`src/rtl/multicycle_ctrl.sv`:
```
// multicycle_ctrl: main control FSM for the multicycle MIPS core.
// Drives every datapath enable and mux select from the current state. The
// FETCH state's ir_write and pc_write also depend on mem_ready. Memory states
// wait on the mem_ready handshake. A bounded wait counter sends the FSM to TRAP
// when memory stalls too long. Illegal opcodes also end in TRAP. TRAP holds
// until reset.
//
// Optional feature: define MC_PERF_CNT_EN to add the cycle_cnt/instr_cnt
// performance counters and their ports.
//
// Parameters:
//   WAIT_LIMIT  max consecutive mem_ready-low cycles in one memory state
//   WAIT_W      wait-counter width (WAIT_LIMIT <= 2**WAIT_W-1)
//   CNT_W       perf-counter width (MC_PERF_CNT_EN only)
// Ports:
//   clk, reset (async, active-low), opcode (IR[31:26]), zero (datapath use),
//   mem_ready (memory completes access this cycle)
//   pc_write, pc_write_cond, i_or_d, mem_read, mem_write, mem_to_reg, ir_write,
//   reg_write, reg_dst, alu_src_a, pc_source, alu_op, alu_src_b: datapath controls
//   state (debug, 4 bits), trap (high in TRAP)
//   cycle_cnt, instr_cnt (MC_PERF_CNT_EN only)
module multicycle_ctrl #(
  parameter int unsigned WAIT_LIMIT = 15,
  parameter int unsigned WAIT_W     = 4,
  parameter int unsigned CNT_W      = 32
) (
  input  logic             clk,
  input  logic             reset,
  input  logic [5:0]       opcode,
  input  logic             zero,
  input  logic             mem_ready,
  output logic             pc_write,
  output logic             pc_write_cond,
  output logic             i_or_d,
  output logic             mem_read,
  output logic             mem_write,
  output logic             mem_to_reg,
  output logic             ir_write,
  output logic             reg_write,
  output logic             reg_dst,
  output logic             alu_src_a,
  output logic [1:0]       pc_source,
  output logic [1:0]       alu_op,
  output logic [1:0]       alu_src_b,
  output logic [3:0]       state,
  output logic             trap
`ifdef MC_PERF_CNT_EN
  ,
  output logic [CNT_W-1:0] cycle_cnt,
  output logic [CNT_W-1:0] instr_cnt
`endif
);

  typedef enum logic [3:0] {
    FETCH   = 4'd0,
    DECODE  = 4'd1,
    MEMADR  = 4'd2,
    MEMRD   = 4'd3,
    MEMWB   = 4'd4,
    MEMWR   = 4'd5,
    EXEC    = 4'd6,
    RTYPEWB = 4'd7,
    BRANCH  = 4'd8,
    JUMP    = 4'd9,
    ADDIEX  = 4'd10,
    ADDIWB  = 4'd11,
    TRAP    = 4'd12
  } state_t;

  localparam logic [5:0] OP_RTYPE = 6'b000000;
  localparam logic [5:0] OP_LW    = 6'b100011;
  localparam logic [5:0] OP_SW    = 6'b101011;
  localparam logic [5:0] OP_BEQ   = 6'b000100;
  localparam logic [5:0] OP_J     = 6'b000010;
  localparam logic [5:0] OP_ADDI  = 6'b001000;

  localparam logic [WAIT_W-1:0] LIMIT = WAIT_LIMIT[WAIT_W-1:0];

  state_t            cur_state, next_state;
  logic [WAIT_W-1:0] wait_cnt, wait_next;
  logic              wait_state;
  logic              timeout;

  // The branch decision itself is made in the datapath from pc_write_cond.
  logic unused_zero;
  assign unused_zero = zero;

  always_comb begin
    wait_state = (cur_state == FETCH) || (cur_state == MEMRD) || (cur_state == MEMWR);
    // mem_ready on the limit cycle takes priority over the timeout.
    timeout    = wait_state && !mem_ready && (wait_cnt == LIMIT);
    // The counter is zero outside the wait states, so every wait state is
    // entered with a cleared counter.
    wait_next  = (wait_state && !mem_ready && !timeout) ? wait_cnt + 1'b1 : '0;
  end

  always_ff @(posedge clk or negedge reset) begin
    if (!reset) begin
      cur_state <= FETCH;
      wait_cnt  <= '0;
    end else begin
      cur_state <= next_state;
      wait_cnt  <= wait_next;
    end
  end

  always_comb begin
    next_state    = cur_state;
    pc_write      = 1'b0;
    pc_write_cond = 1'b0;
    i_or_d        = 1'b0;
    mem_read      = 1'b0;
    mem_write     = 1'b0;
    mem_to_reg    = 1'b0;
    ir_write      = 1'b0;
    reg_write     = 1'b0;
    reg_dst       = 1'b0;
    alu_src_a     = 1'b0;
    pc_source     = 2'b00;
    alu_op        = 2'b00;
    alu_src_b     = 2'b00;
    trap          = 1'b0;
    state         = cur_state;

    case (cur_state)
      FETCH: begin
        mem_read  = 1'b1;
        alu_src_b = 2'b01;
        ir_write  = mem_ready;
        pc_write  = mem_ready;
        if (mem_ready)    next_state = DECODE;
        else if (timeout) next_state = TRAP;
      end
      DECODE: begin
        alu_src_b = 2'b11;
        case (opcode)
          OP_RTYPE:     next_state = EXEC;
          OP_LW, OP_SW: next_state = MEMADR;
          OP_BEQ:       next_state = BRANCH;
          OP_J:         next_state = JUMP;
          OP_ADDI:      next_state = ADDIEX;
          default:      next_state = TRAP;
        endcase
      end
      MEMADR: begin
        alu_src_a = 1'b1;
        alu_src_b = 2'b10;
        if (opcode == OP_LW)      next_state = MEMRD;
        else if (opcode == OP_SW) next_state = MEMWR;
        else                      next_state = TRAP;
      end
      MEMRD: begin
        mem_read = 1'b1;
        i_or_d   = 1'b1;
        if (mem_ready)    next_state = MEMWB;
        else if (timeout) next_state = TRAP;
      end
      MEMWB: begin
        reg_write  = 1'b1;
        mem_to_reg = 1'b1;
        next_state = FETCH;
      end
      MEMWR: begin
        mem_write = 1'b1;
        i_or_d    = 1'b1;
        if (mem_ready)    next_state = FETCH;
        else if (timeout) next_state = TRAP;
      end
      EXEC: begin
        alu_src_a  = 1'b1;
        alu_op     = 2'b10;
        next_state = RTYPEWB;
      end
      RTYPEWB: begin
        reg_write  = 1'b1;
        reg_dst    = 1'b1;
        next_state = FETCH;
      end
      BRANCH: begin
        pc_write_cond = 1'b1;
        alu_src_a     = 1'b1;
        alu_op        = 2'b01;
        pc_source     = 2'b01;
        next_state    = FETCH;
      end
      JUMP: begin
        pc_write   = 1'b1;
        pc_source  = 2'b10;
        next_state = FETCH;
      end
      ADDIEX: begin
        alu_src_a  = 1'b1;
        alu_src_b  = 2'b10;
        next_state = ADDIWB;
      end
      ADDIWB: begin
        reg_write  = 1'b1;
        next_state = FETCH;
      end
      default: begin
        trap       = 1'b1;
        next_state = TRAP;
      end
    endcase

    // While reset is held every output is quiet, including the FETCH strobes.
    if (!reset) begin
      pc_write      = 1'b0;
      pc_write_cond = 1'b0;
      i_or_d        = 1'b0;
      mem_read      = 1'b0;
      mem_write     = 1'b0;
      mem_to_reg    = 1'b0;
      ir_write      = 1'b0;
      reg_write     = 1'b0;
      reg_dst       = 1'b0;
      alu_src_a     = 1'b0;
      pc_source     = 2'b00;
      alu_op        = 2'b00;
      alu_src_b     = 2'b00;
      trap          = 1'b0;
      state         = '0;
    end
  end

`ifdef MC_PERF_CNT_EN
  logic final_state;
  assign final_state = (cur_state == MEMWB)  || (cur_state == MEMWR) ||
                       (cur_state == RTYPEWB) || (cur_state == ADDIWB) ||
                       (cur_state == BRANCH) || (cur_state == JUMP);

  always_ff @(posedge clk or negedge reset) begin
    if (!reset) begin
      cycle_cnt <= '0;
      instr_cnt <= '0;
    end else if (cur_state != TRAP) begin
      cycle_cnt <= cycle_cnt + 1'b1;
      if (final_state && (next_state == FETCH)) instr_cnt <= instr_cnt + 1'b1;
    end
  end
`else
  logic [CNT_W-1:0] unused_cnt_w;
  assign unused_cnt_w = '0;
`endif

endmodule

```
`config.mk`:
```
export PLATFORM = sky130hd
export DESIGN_NAME = multicycle_ctrl
export DESIGN_NICKNAME = d
export VERILOG_FILES = /design/src/rtl/multicycle_ctrl.sv
export SDC_FILE = /design/constraint.sdc
export NUM_CORES = 1
export LEC_CHECK = 0
export BUFFER_PORTS_ARGS = -buffer_cell sky130_fd_sc_hd__buf_2
export CAP_MARGIN = 20
export CELL_PAD_IN_SITES_DETAIL_PLACEMENT = 1
export CELL_PAD_IN_SITES_GLOBAL_PLACEMENT = 1
export CORE_MARGIN = 1
export CORE_UTILIZATION = 30
export DETAILED_ROUTE_END_ITERATION = 8
export PLACE_DENSITY = 0.73
export SYNTH_ARGS = -nofsm -noshare
export SYNTH_HDL_FRONTEND = slang
export SYNTH_SLANG_ARGS = --single-unit
```
`constraint.sdc`:
```
create_clock -name clk -period 1.5 [get_ports clk]
set_clock_uncertainty 0.1 [all_clocks]
set_input_delay 0.225 -clock clk [delete_from_list [all_inputs] [get_ports clk]]
set_output_delay 0.225 -clock clk [all_outputs]
set_load 0.01 [all_outputs]
```
## Yosys cells after proc, flatten, opt, wreduce, memory -nomap -nowiden

Cells that the tools add are included.

| storage, ports and cells | value |
|---|---|
| logic and storage cells | 75 |
| output and inout port bits | 21 |
| flip-flop bits (word level) | 8 |
| latch bits | 0 |
| memories kept | 0 |
| ROM bits | 0 |
| RAM bits | 0 |
| input port bits | 10 |

| operators by class | value |
|---|---|
| divide/modulo/power cells | 0 |
| mux-type cells | 38 |
| bitwise logic cells | 0 |
| magnitude comparators | 0 |
| equal/unequal tests | 17 |
| reduce and logical (&&, ||, !) cells | 17 |
| add/sub/neg operators | 1 |
| shift operators | 0 |
| multiply operators | 0 |

Operators by type and width:

| kind | count |
|---|---|
| 4-bit 2-to-1 mux | 8 |
| 4-bit case mux with 8 select lines | 1 |
| 1-bit 2-to-1 mux | 21 |
| 4-bit equality test (second input constant) | 5 |
| 4-bit case mux with 5 select lines | 1 |
| 4-bit by 3-bit equality test with 1-bit output (second input constant) | 4 |
| 6-bit equality test (second input constant) | 2 |
| 12-bit OR reduction | 1 |
| 4-bit by 2-bit equality test with 1-bit output (second input constant) | 2 |
| 2-bit case mux with 2 select lines | 2 |
| 2-bit OR reduction | 4 |
| 6-bit by 2-bit equality test with 1-bit output (second input constant) | 1 |
| 6-bit by 3-bit equality test with 1-bit output (second input constant) | 1 |
| 6-bit by 4-bit equality test with 1-bit output (second input constant) | 1 |
| 6-bit logical NOT | 1 |
| 2-bit 2-to-1 mux | 3 |
| 2-bit case mux with 3 select lines | 1 |
| 5-bit OR reduction | 1 |
| 4-bit by 1-bit adder with 4-bit output (second input constant) | 1 |
| 4-bit by 1-bit equality test with 1-bit output (second input constant) | 1 |
| 4-bit logical NOT | 1 |
| 4-bit OR reduction | 1 |
| 1-bit logical AND | 3 |
| 3-bit OR reduction | 1 |
| 3 further kinds | 5 |

## Longest topological paths before layout

| depth | value |
|---|---|
| depth in word-level cells | 8 |
| mapped depth | 5 |
| gate-level depth less buffers | 5 |

## Least setup slack after synthesis

OpenSTA, ideal clock, no wires.

| timing | value |
|---|---|
| path type | register to output |
| start | reg cur_state[3] |
| end | out pc_write |
| required time | 1.175 ns |
| cell stages (with the launch flop) | 6 |
| arrival time | 1.408 ns |
| path buffers | 1 |
| setup slack | -0.233 ns |
| path through | dfrtp_1 -> buf_6 -> nor2_1 -> nand2_1 -> nor4b_1 -> or2_2 |

| on the way | value |
|---|---|
| longest elaborated chain between the ends | 3 |
| elaborated cells on any way between the ends | 4 |
| those cells by class | eq/ne: 1; mux: 2; reduce/logical: 1 |

RTL lines:

| item | RTL line | source |
|---|---|---|
| start: declaration | 79 | `state_t cur_state, next_state;` |
| start signal: assignment | 102 | `cur_state <= next_state;` |
| 4-bit equality test or 4-bit logical NOT (tied branches) | 125 | `case (cur_state)` |
| 1-bit case mux with 2 select lines (*) | 125 |  |
| 1-bit 2-to-1 mux (*) | 207 | `if (!reset) begin` |
| end: declaration | 32 | `output logic pc_write,` |

Mark *: on every way between the ends. The rest lies on a longest branch, timed or not.

## Worst setup path after layout

| timing | value |
|---|---|
| start | reg cur_state[2] |
| end | out alu_src_a |

| on the way | value |
|---|---|
| longest elaborated chain between the ends | 4 |
| elaborated cells on any way between the ends | 7 |
| those cells by class | eq/ne: 4; mux: 2; reduce/logical: 1 |

RTL lines:

| item | RTL line | source |
|---|---|---|
| 4-bit by 2-bit equality test with 1-bit output (tied with other cells) | 125 |  |
| 4-bit OR reduction (no line) (*) | - |  |
| 1-bit 2-to-1 mux (*) | 125 |  |
| 1-bit 2-to-1 mux (*) | 207 |  |
| end: declaration | 41 | `output logic alu_src_a,` |

Marked as above.

==> flow_summary.toml <==
[status]
status = "finished with violations"
violations = "negative setup slack"

[placed_design]
place.gp.congestion = 0.768
dp_hpwl_mm = 2.12
dp.cells = 180
portBuffers = 29

[sta]
worst_slew_pin_slew_ns = 0.399
finalCriticalPeriod_ns = 1.96
fmax_mhz = 511
hold_ws_ns = 0.215
fin_crit_sh_pct = 130
timing.final.ws_setup_ns = -0.456
setup-violations-final = 29
hold_viol = 0
relSlewSlack_pct = 73.3
slew_viol_final = 0
finalSetupTns_ns = -6.49
grt_setup_unrepaired = "true"

[critical_path]
critPathLaunch = "cur_state[2]"
critPathKind = "reg -> out"
crit_fanout = 5
cp-end-kind = "primary output"
slowest_delay_ns = 0.47
worst-path-buf-inv = 4
cp.required_ns = 1.17
cp_cell_sequence = "buf_4, inv_2, buf_6, mux2i_1, nor3b_1, buf_2"
slowest_stage = "dfrtp_2"
cp-start-kind = "flip-flop"
crit_arrival_ns = 1.63
critPathTopFamily = "buffers and inverters"
r2r-start = "cur_state[3]"

[cts]
clock-sinks = 8
htree_levels = 1
cts_tree = "built"
path_clk_slew_ns = 0.07
cts_buffer_depth = 2
cts_made_buffers = 3
cts_root_buf = "clkbuf_4"
worstSkewPairLatency_ns = 0.27

[worst_hold_path]
hp-class = "in -> reg"
hold_start = "opcode[3]"

[cells_and_area]
num_antenna_cells = 0
nFillCells = 275
stdcell_count = 203
utilization_pct = 64.2
drive_above_1_share_pct = 68.8
area_delta_synth_final_pct = 99.5
nets = 185

[floorplan]
io_pins = 31
row_count = 18
initial_core_util_pct = 32.2
die_area_mm2 = 0.00292
die_h_um = 54.0
die_w_um = 54.0
core_area_mm2 = 0.00252

[global_route]
grt_pass1_wl_mm = 5.47
grt_pass1_vias = 1152
antenna_found_initial = 0
grt_max_degree = 11
gr-total-overflow = 0
grt.total_usage_pct = 26.8

[yosys]
synth_edf_count = 0
postSynth.asyncResetShare_pct = 100
synth_seq_cells = 8
synth_seq_area_share_pct = 24.7
netlist_instances = 103
yosys_warnings = 0
ys.flop_type = "dfrtp_1"
syn_area_um2 = 812
avgSynthCellArea_um2 = 7.88
syn_nets = 114
synth.distinct_cells = 41

[detailed_routing]
drt_iter0_drc = 9
wirelength_mm = 4.53
drc_errors = 0
wl_per_cell_um = 22.3
ant_nets = 0
via_per_inst = 5.72
vias = 1161
dr.pass1.iters = 4

[power_and_ir_drop]
total_power_mw = 2.53
power.density_mw_per_mm2 = 1560
ir_drop_v = 0.000999
p_leak_nw = 0.765

[run]
drv_cap = 0
==> power by group <==
part | switching [mW] | total [mW] | leakage, nW | internal, mW
Clock | 0.0833 | 0.185 | 0.0150 | 0.102
Combinational | 0.919 | 1.97 | 0.648 | 1.05
Sequential | 0.0973 | 0.377 | 0.102 | 0.279
==> cells in the final DEF, fill, tap and decap left out, drive strengths merged, types with 2 or more instances in the layout <==
cell type  netlist  final
o211ai           4      4
clkbuf           2      4
inv              3      3
nor4b            2      2
or4              2      2
xnor2            2      2
o2111ai          2      2
nor2b            3      3
o21ai            3      3
and2             3      3
nand2b           2      2
nor3             8      8
and3             2      2
a21oi            3      3
buf              7     74
xor2             4      4
nand3            6      6
nor2            14     14
nand2            7      7
dfrtp            8      8
==> cell usage after synthesis, types with 2 or more instances <==
master / number / area, um2
nor2_1: 14 / 52.6
dfrtp_1: 8 / 200
nand2_1: 7 / 26.3
nor3_1: 7 / 35.0
nand3_1: 6 / 30.0
xor2_1: 4 / 35.0
a21oi_1: 3 / 15.0
and2_1: 3 / 18.8
buf_4: 3 / 22.5
inv_1: 3 / 11.3
nor2b_1: 3 / 18.8
o211ai_1: 3 / 22.5
o21ai_0: 3 / 15.0
and3_1: 2 / 12.5
buf_2: 2 / 10.0
buf_6: 2 / 22.5
clkbuf_1: 2 / 7.51
nand2b_1: 2 / 12.5
nor4b_1: 2 / 17.5
o2111ai_1: 2 / 17.5
xnor2_1: 2 / 17.5
==> cell families (layout without fill, tap and decap cells) <==
family | Yosys count | in the layout | share of synthesized area (%)
AND/OR/NAND/NOR | 55 | 55 | 36.5
buffers and inverters | 12 | 82 | 9.09
flip-flops | 8 | 8 | 24.7
adder cells (fa/ha/maj) | 1 | 1 | 1.54
AO/OA/AOI/OAI | 19 | 19 | 19.1
XOR/XNOR | 6 | 6 | 6.47
multiplexers | 2 | 2 | 2.62
==> routing by layer <==
| metal | vias to the layer above | GRT usage (%) | share of wire [%] |
|---|---|---|---|
| met3 | 22 | 6.21 | 4.7 |
| met4 | 0 | 11.1 | 5.6 |
| met1 | 569 | 26.4 | 38 |
| met5 | - | 0 | 0 |
| li1 | 511 | - | - |
| met2 | 59 | 52.7 | 51 |
==> what timing repair did <==
item,CTS,global route
buffers inserted,11,10
setup endpoints to repair,22,28
pin swaps,10,16
hold buffers,1,0
hold endpoints to repair,8,0
gates resized for setup,27,37
==> layout make-up <==
type                    count  area (um2)  area share (%)
multi-input cells          83         738            45.6
flip-flops and latches      8         205            12.7
repair buffers             75         602            37.1
clock buffers               4        26.3            1.62
inverters                   3        11.3           0.695
well taps                  30        37.5            2.32
==> registers in the layout, indices dropped and copies added (netlist names) <==
signal     count
cur_state      4
wait_cnt       4
==> stage by stage <==
stage / area (um2) / setup slack [ns]
floorplan: 861 / -0.0474
global placement: 1180 / -0.0780
detailed placement: 1180 / -0.0927
CTS: 1390 / -0.318
global route: 1620 / -0.507
finish: 1620 / -0.456
==> path summary, 6_finish.rpt <==
path / slack [ns] / endpoint / cells past startpoint
hold / removal: 0.22 / cur_state[1] / 2
setup / recovery: -0.46 / alu_src_a / 6
max in group asynchronous: 0.38 / wait_cnt[3] / 3
setup reg to reg: -0.32 / cur_state[2] / 6
min in group asynchronous: 0.62 / cur_state[0] / 3
hold reg to reg: 0.45 / wait_cnt[0] / 2
(Power assumes the default switching activity.)
